$ cat src/rtl/hps_mailbox_pkg.sv
// Shared constants for the HPS mailbox: register map, STATUS/CONTROL bit
// positions and the FIFO occupancy-count width helper.
package hps_mailbox_pkg;

  localparam logic [1:0] ADDR_DATA_TX = 2'd0;
  localparam logic [1:0] ADDR_DATA_RX = 2'd1;
  localparam logic [1:0] ADDR_STATUS  = 2'd2;
  localparam logic [1:0] ADDR_CONTROL = 2'd3;

  localparam int unsigned ST_TX_FULL    = 0;
  localparam int unsigned ST_TX_EMPTY   = 1;
  localparam int unsigned ST_RX_FULL    = 2;
  localparam int unsigned ST_RX_EMPTY   = 3;
  localparam int unsigned ST_OVERFLOW   = 4;
  localparam int unsigned ST_UNDERFLOW  = 5;
  localparam int unsigned ST_TX_CNT_LSB = 8;
  localparam int unsigned ST_RX_CNT_LSB = 16;
  localparam int unsigned ST_CNT_W      = 8;

  localparam int unsigned CTL_RX_IRQ_EN  = 0;
  localparam int unsigned CTL_ERR_IRQ_EN = 1;
  localparam int unsigned CTL_TX_FLUSH   = 2;
  localparam int unsigned CTL_RX_FLUSH   = 3;

  // Occupancy counter must hold 0..DEPTH inclusive.
  function automatic int cnt_w(input int depth);
    return $clog2(depth) + 1;
  endfunction

endpackage

$ cat src/rtl/sync_fifo.sv
// Single-clock show-ahead FIFO with registered full/empty flags and a
// synchronous flush that overrides any push or pop in the same cycle.
module sync_fifo
  import hps_mailbox_pkg::*;
#(
  parameter int unsigned DEPTH  = 16,
  parameter int unsigned DATA_W = 32
) (
  input  logic                      clk,
  input  logic                      rst,
  input  logic                      push,
  input  logic                      pop,
  input  logic                      flush,
  input  logic [DATA_W-1:0]         din,
  output logic [DATA_W-1:0]         dout,
  output logic                      full,
  output logic                      empty,
  output logic [cnt_w(DEPTH)-1:0]   count
);

  localparam int unsigned AW = $clog2(DEPTH);
  localparam int unsigned CW = cnt_w(DEPTH);

  logic [DATA_W-1:0] mem_q [DEPTH];
  logic [AW-1:0]     wr_ptr_q, wr_ptr_d;
  logic [AW-1:0]     rd_ptr_q, rd_ptr_d;
  logic [CW-1:0]     count_q, count_d;
  logic              full_q, full_d;
  logic              empty_q, empty_d;
  logic              do_push, do_pop;

  // A push into a full FIFO is accepted only when a pop frees a slot.
  always_comb begin
    do_pop   = pop & ~empty_q & ~flush;
    do_push  = push & ~flush & (~full_q | do_pop);
    wr_ptr_d = wr_ptr_q;
    rd_ptr_d = rd_ptr_q;
    count_d  = count_q;
    if (flush) begin
      wr_ptr_d = '0;
      rd_ptr_d = '0;
      count_d  = '0;
    end else begin
      if (do_push) wr_ptr_d = wr_ptr_q + AW'(1);
      if (do_pop)  rd_ptr_d = rd_ptr_q + AW'(1);
      count_d = count_q + CW'(do_push) - CW'(do_pop);
    end
    full_d  = (count_d == CW'(DEPTH));
    empty_d = (count_d == '0);
  end

  always_ff @(posedge clk or posedge rst) begin
    if (rst) begin
      wr_ptr_q <= '0;
      rd_ptr_q <= '0;
      count_q  <= '0;
      full_q   <= 1'b0;
      empty_q  <= 1'b1;
    end else begin
      wr_ptr_q <= wr_ptr_d;
      rd_ptr_q <= rd_ptr_d;
      count_q  <= count_d;
      full_q   <= full_d;
      empty_q  <= empty_d;
    end
  end

  // Storage is deliberately left out of reset.
  always_ff @(posedge clk) begin
    if (do_push) mem_q[wr_ptr_q] <= din;
  end

  assign dout  = mem_q[rd_ptr_q];
  assign full  = full_q;
  assign empty = empty_q;
  assign count = count_q;

endmodule

$ cat src/rtl/hps_mailbox_slave.sv
// Avalon-MM mailbox between the HPS lightweight bridge and fabric streams:
// a TX FIFO (HPS->fabric), an RX FIFO (fabric->HPS), status, control, irq.
module hps_mailbox_slave
  import hps_mailbox_pkg::*;
#(
  parameter int unsigned DEPTH  = 16,
  parameter int unsigned DATA_W = 32
) (
  input  logic              clk_clk,
  input  logic              reset_reset,
  input  logic [1:0]        avs_address,
  input  logic              avs_read,
  input  logic              avs_write,
  input  logic [DATA_W-1:0] avs_writedata,
  output logic [DATA_W-1:0] avs_readdata,
  output logic              avs_readdatavalid,
  output logic              irq,
  output logic [DATA_W-1:0] tx_data,
  output logic              tx_valid,
  input  logic              tx_ready,
  input  logic [DATA_W-1:0] rx_data,
  input  logic              rx_valid,
  output logic              rx_ready
);

  localparam int unsigned CW = cnt_w(DEPTH);

  logic              tx_full, tx_empty, rx_full, rx_empty;
  logic [CW-1:0]     tx_count, rx_count;
  logic [DATA_W-1:0] tx_dout, rx_dout;
  logic              wr_tx, wr_st, wr_ctl, rd_rx, rx_push;
  logic [DATA_W-1:0] status_c, reg_rdata_c;

  logic              ovf_q, ovf_d, unf_q, unf_d;
  logic              rx_irq_en_q, rx_irq_en_d, err_irq_en_q, err_irq_en_d;
  logic              tx_flush_q, tx_flush_d, rx_flush_q, rx_flush_d;
  logic [DATA_W-1:0] rdata_q, rdata_d;
  logic              rvalid_q, rvalid_d;
  logic              irq_q, irq_d;

  always_comb begin
    wr_tx   = avs_write & (avs_address == ADDR_DATA_TX);
    wr_st   = avs_write & (avs_address == ADDR_STATUS);
    wr_ctl  = avs_write & (avs_address == ADDR_CONTROL);
    rd_rx   = avs_read  & (avs_address == ADDR_DATA_RX);
    rx_push = rx_valid & ~rx_full;
  end

  sync_fifo #(.DEPTH(DEPTH), .DATA_W(DATA_W)) u_tx_fifo (
    .clk   (clk_clk),
    .rst   (reset_reset),
    .push  (wr_tx),
    .pop   (tx_ready),
    .flush (tx_flush_q),
    .din   (avs_writedata),
    .dout  (tx_dout),
    .full  (tx_full),
    .empty (tx_empty),
    .count (tx_count)
  );

  sync_fifo #(.DEPTH(DEPTH), .DATA_W(DATA_W)) u_rx_fifo (
    .clk   (clk_clk),
    .rst   (reset_reset),
    .push  (rx_push),
    .pop   (rd_rx),
    .flush (rx_flush_q),
    .din   (rx_data),
    .dout  (rx_dout),
    .full  (rx_full),
    .empty (rx_empty),
    .count (rx_count)
  );

  always_comb begin
    status_c = '0;
    status_c[ST_TX_FULL]   = tx_full;
    status_c[ST_TX_EMPTY]  = tx_empty;
    status_c[ST_RX_FULL]   = rx_full;
    status_c[ST_RX_EMPTY]  = rx_empty;
    status_c[ST_OVERFLOW]  = ovf_q;
    status_c[ST_UNDERFLOW] = unf_q;
    status_c[ST_TX_CNT_LSB +: ST_CNT_W] = ST_CNT_W'(tx_count);
    status_c[ST_RX_CNT_LSB +: ST_CNT_W] = ST_CNT_W'(rx_count);
  end

  // Next-state for error flags, control, read response and irq.
  always_comb begin
    rx_irq_en_d  = rx_irq_en_q;
    err_irq_en_d = err_irq_en_q;
    reg_rdata_c  = '0;

    // Error flags: a new event in the same cycle as a W1C keeps the bit set.
    ovf_d = (ovf_q & ~(wr_st & avs_writedata[ST_OVERFLOW]))
          | (wr_tx & tx_full & ~tx_ready & ~tx_flush_q);
    unf_d = (unf_q & ~(wr_st & avs_writedata[ST_UNDERFLOW]))
          | (rd_rx & rx_empty & ~rx_flush_q);

    if (wr_ctl) begin
      rx_irq_en_d  = avs_writedata[CTL_RX_IRQ_EN];
      err_irq_en_d = avs_writedata[CTL_ERR_IRQ_EN];
    end
    tx_flush_d = wr_ctl & avs_writedata[CTL_TX_FLUSH];
    rx_flush_d = wr_ctl & avs_writedata[CTL_RX_FLUSH];

    case (avs_address)
      ADDR_DATA_RX: reg_rdata_c = rx_empty ? '0 : rx_dout;
      ADDR_STATUS:  reg_rdata_c = status_c;
      ADDR_CONTROL: begin
        reg_rdata_c[CTL_RX_IRQ_EN]  = rx_irq_en_q;
        reg_rdata_c[CTL_ERR_IRQ_EN] = err_irq_en_q;
      end
      default:      reg_rdata_c = '0;
    endcase

    rvalid_d = avs_read;
    rdata_d  = avs_read ? reg_rdata_c : '0;
    irq_d    = (rx_irq_en_q & ~rx_empty) | (err_irq_en_q & (ovf_q | unf_q));
  end

  always_ff @(posedge clk_clk or posedge reset_reset) begin
    if (reset_reset) begin
      ovf_q        <= 1'b0;
      unf_q        <= 1'b0;
      rx_irq_en_q  <= 1'b0;
      err_irq_en_q <= 1'b0;
      tx_flush_q   <= 1'b0;
      rx_flush_q   <= 1'b0;
      rdata_q      <= '0;
      rvalid_q     <= 1'b0;
      irq_q        <= 1'b0;
    end else begin
      ovf_q        <= ovf_d;
      unf_q        <= unf_d;
      rx_irq_en_q  <= rx_irq_en_d;
      err_irq_en_q <= err_irq_en_d;
      tx_flush_q   <= tx_flush_d;
      rx_flush_q   <= rx_flush_d;
      rdata_q      <= rdata_d;
      rvalid_q     <= rvalid_d;
      irq_q        <= irq_d;
    end
  end

  assign avs_readdata      = rdata_q;
  assign avs_readdatavalid = rvalid_q;
  assign irq               = irq_q;
  assign tx_data           = tx_dout;
  assign tx_valid          = ~tx_empty;
  assign rx_ready          = ~rx_full;

endmodule

$ cat config.mk
export PLATFORM = sky130hd
export DESIGN_NAME = hps_mailbox_slave
export DESIGN_NICKNAME = d
export VERILOG_FILES = /design/src/rtl/hps_mailbox_pkg.sv /design/src/rtl/sync_fifo.sv /design/src/rtl/hps_mailbox_slave.sv
export SDC_FILE = /design/constraint.sdc
export NUM_CORES = 1
export LEC_CHECK = 0
export CORE_UTILIZATION = 65
export CTS_CLUSTER_SIZE = 25
export DETAILED_ROUTE_END_ITERATION = 8
export PLACE_DENSITY = 0.84
export SLEW_MARGIN = 20
export SYNTH_ARGS = -nofsm -noshare
export SYNTH_HDL_FRONTEND = slang
export SYNTH_HIERARCHICAL = 1
export SYNTH_SLANG_ARGS = --single-unit
$ cat constraint.sdc
create_clock -name clk_clk -period 6.2 [get_ports clk_clk]
set_input_delay 1.86 -clock clk_clk [delete_from_list [all_inputs] [get_ports clk_clk]]
set_output_delay 1.86 -clock clk_clk [all_outputs]
set_load 0.02 [all_outputs]
==> results.py <==
metrics = {
    "global_routing": {
        "gr-total-overflow": 0,
        "grt_pass1_wl_um": 148900,
        "track_usage_pct": 31.73,
        "grt_pass1_vias": 22371,
        "grt_max_degree": 77,
        "grt_antenna_before_repair": 3,
    },
    "floorplan": {
        "ioPinCount": 140,
        "die_h_um": 256.2,
        "core_area_mm2": 0.06343,
        "dieArea_mm2": 0.06565,
        "start_util_pct": 66.24,
        "die_w_um": 256.2,
        "rows": 92,
    },
    "drt": {
        "ant_nets": 0,
        "dr.pass1.iters": 5,
        "wl_per_cell_um": 32.96,
        "drtIter0Drc": 2531,
        "routed_wl_um": 101500,
        "vias": 21256,
        "vias_per_cell": 6.901,
        "drc": 0,
    },
    "cells_and_area": {
        "final_cell_mix": "edfxtp_1 (1,024), mux4_2 (256), clkdlybuf4s50_1 (139), clkbuf_16 (109), o22ai_1 (78)",
        "fill_cells": 3111,
        "layout-drive-gt1-share_pct": 23.75,
        "post-route-cell-area_mm2": 0.04824,
        "layout.nets": 2243,
        "area_growth_pct": 14.83,
        "final_common_cell": "edfxtp_1",
    },
    "timing": {
        "slew_violations": 0,
        "hold_viol_final": 0,
        "setup_violations": 0,
        "relSlewSlack_pct": 32.68,
        "rsz0062_at_grt": "false",
        "fin_setup_tns_ns": 0,
        "max_clock_freq_mhz": 182.4,
        "period_share_pct": 88.45,
        "worst_slack_ns": 0.7164,
        "period_needed_ns": 5.484,
        "clock_skew_ns": 0.02338,
        "hold_slack_ns": 0.5435,
        "worst_pin_slew_ns": 1.009,
    },
    "clock_network": {
        "hold_buffers": 0,
        "cts_buffers": 105,
        "cts.path.max_buffers": 3,
        "postCtsSetupBuffers": 0,
        "cts.sinks": 1094,
        "htreeDepth": 3,
        "cts_root_buffer": "clkbuf_16",
        "cts-resized-gates": 0,
        "clock_latency_ns": 0.67,
        "clk_pin_slew_worst_paths_ns": 0.06,
        "tritoncts": "built",
    },
    "setup_path": {
        "regToRegSetupSlack_ns": 2.35,
        "cp.arrival_ns": 6.02,
        "critical_path_class": "primary input to flop",
        "cp_max_fo": 5,
        "critPathCaptureType": "flop",
        "required_ns": 6.73,
        "cp-start-kind": "primary input",
    },
    "power_and_ir_drop": {
        "p_leak_nw": 15.46,
        "ir_drop_mv": 0.3806,
        "p_per_area_mw_per_mm2": 446.7,
    },
    "yosys": {
        "synthFlopType": "edfxtp_1",
        "synth-simple-area-share_pct": 2.314,
        "yosys_warnings": 6,
        "synthAdderAreaFrac_pct": 0.8696,
        "synth_area_per_cell_um2": 21.60,
        "muxShareOfSynthArea_pct": 15.02,
        "synthDistinctLibCells": 44,
        "ys_ff_latch": 1094,
        "synth_top_family_by_area": "multiplexers",
        "syn_inst": 1945,
        "synth_fp_nets": 2045,
        "synth_compound_area_share_pct": 2.427,
        "synth_xor_area_share_pct": 0.3753,
        "seq_area_frac_synth_pct": 77.37,
        "synth_edf_count": 1024,
        "syn_area_mm2": 0.04201,
        "synthArstFlopShare_pct": 6.399,
    },
    "place": {
        "port_buffers": 139,
        "dpl.hpwl_um": 53620,
        "place_ws_ns": 0.5436,
        "place.gp.congestion": 0.8666,
        "place_area_mm2": 0.04469,
    },
    "flow_run": {
        "drv_cap": 0,
    },
    "status": {
        "status": "complete, no violations",
    },
    "min_path": {
        "hp-class": "flop to flop",
    },
}
==> per-layer routing <==
layer	wire (um)	GRT usage [%]	share of wire (%)	vias up
met1	34460	39.92	34	11081
met4	4581	13.82	4.5	4
li1	-	-	-	8426
met2	53450	54.64	53	1447
met3	8980	5.763	8.8	298
met5	28	0	0.028	-
==> cell families after synthesis <==
group | count (synthesis)
xor gates and xnor gates | 18
AOI/OAI and AO/OA | 174
DFF | 1094
buffers and inverters | 135
muxes | 310
and+or+nand+nor | 186
adders and majority gates | 28
==> synthesized netlist by cell type, drive strengths merged, types with 4 or more instances <==
library cell	number	area, um^2
o21ai	4	20.02
buf	60	401.6
edfxtp	1024	30750
o22ai	78	488.0
nand3	6	30.03
nand2b	13	81.33
ha	26	325.3
nor3	8	40.04
and2	23	158.9
or2	6	37.54
dfrtp	68	1702
a21oi	74	370.4
xnor2	8	70.07
mux4	256	5766
a211oi	10	75.07
nor2	58	217.7
nand3b	18	135.1
nor2b	7	43.79
mux2i	52	520.5
clkbuf	42	158.9
xor2	10	87.58
inv	33	123.9
nand2	34	127.6
==> final timing paths <==
check / start / to / depth (start not counted)
setup / recovery: avs_address[1] / u_rx_fifo/empty / 16
hold / removal: ovf_q / ovf_q / 1
setup reg to reg: u_rx_fifo/full / u_rx_fifo/empty / 13
hold reg to reg: ovf_q / ovf_q / 1
max in group asynchronous: reset_reset / unf_q / 2
min in group asynchronous: reset_reset / u_tx_fifo/count[3] / 2
==> cell type report <==
type,count,area [um^2],area share (%)
Sequential cell,1094,32520,67.42
Multi-Input combinational cell,716,9044,18.75
Clock buffer,138,2877,5.963
Timing Repair Buffer,193,1947,4.036
Tap cell,846,1059,2.194
Clock inverter,58,663.1,1.375
Inverter,33,125.1,0.2594
Antenna cell,2,5.005,0.01037
==> flip-flops by register name, indices dropped and copies added, names as in the netlist <==
name	count
u_rx_fifo/wr_ptr_q	4
u_rx_fifo/full	1
avs_readdatavalid	1
rx_flush_q	1
u_tx_fifo/full	1
u_tx_fifo/count	5
avs_readdata	32
tx_flush_q	1
u_rx_fifo/count	5
err_irq_en_q	1
u_tx_fifo/rd_ptr_q	4
u_tx_fifo/empty	1
irq	1
u_tx_fifo/wr_ptr_q	4
rx_irq_en_q	1
u_rx_fifo/mem_q	512
ovf_q	1
u_rx_fifo/rd_ptr_q	4
unf_q	1
u_tx_fifo/mem_q	512
u_rx_fifo/empty	1
==> power by group <==
group          total, mW  leakage [nW]  switching, mW  internal, mW
clock network       6.60          1.75           2.72          3.88
registers           9.08          10.1          0.470          8.61
logic               5.87          3.58           3.20          2.66
total               21.5          15.5           6.39          15.2
==> stage by stage <==
stage,cells,power (mW),util [%]
2_1_floorplan,1945,13.03,-
3_3_place_gp,2882,14.68,70.47
3_5_place_dp,2882,14.87,70.47
4_1_cts,3078,21.59,76.05
5_1_grt,3078,22.18,76.05
6_report,3080,21.55,76.06
==> worst max-delay path, stage by stage <==
cell and delay, ns:
clkdlybuf4s50_1 0.46, inv_1 0.14, ha_1 0.21, and2_1 0.26, nand2b_1 0.18, a211oi_1 0.50
inv_1 0.09, ha_1 0.30, inv_1 0.05, ha_1 0.16, inv_1 0.06, fa_1 0.43
xnor2_1 0.21, nor4b_1 0.51, a211oi_1 0.23, a211oi_1 0.35
(Power assumes the default switching activity.)
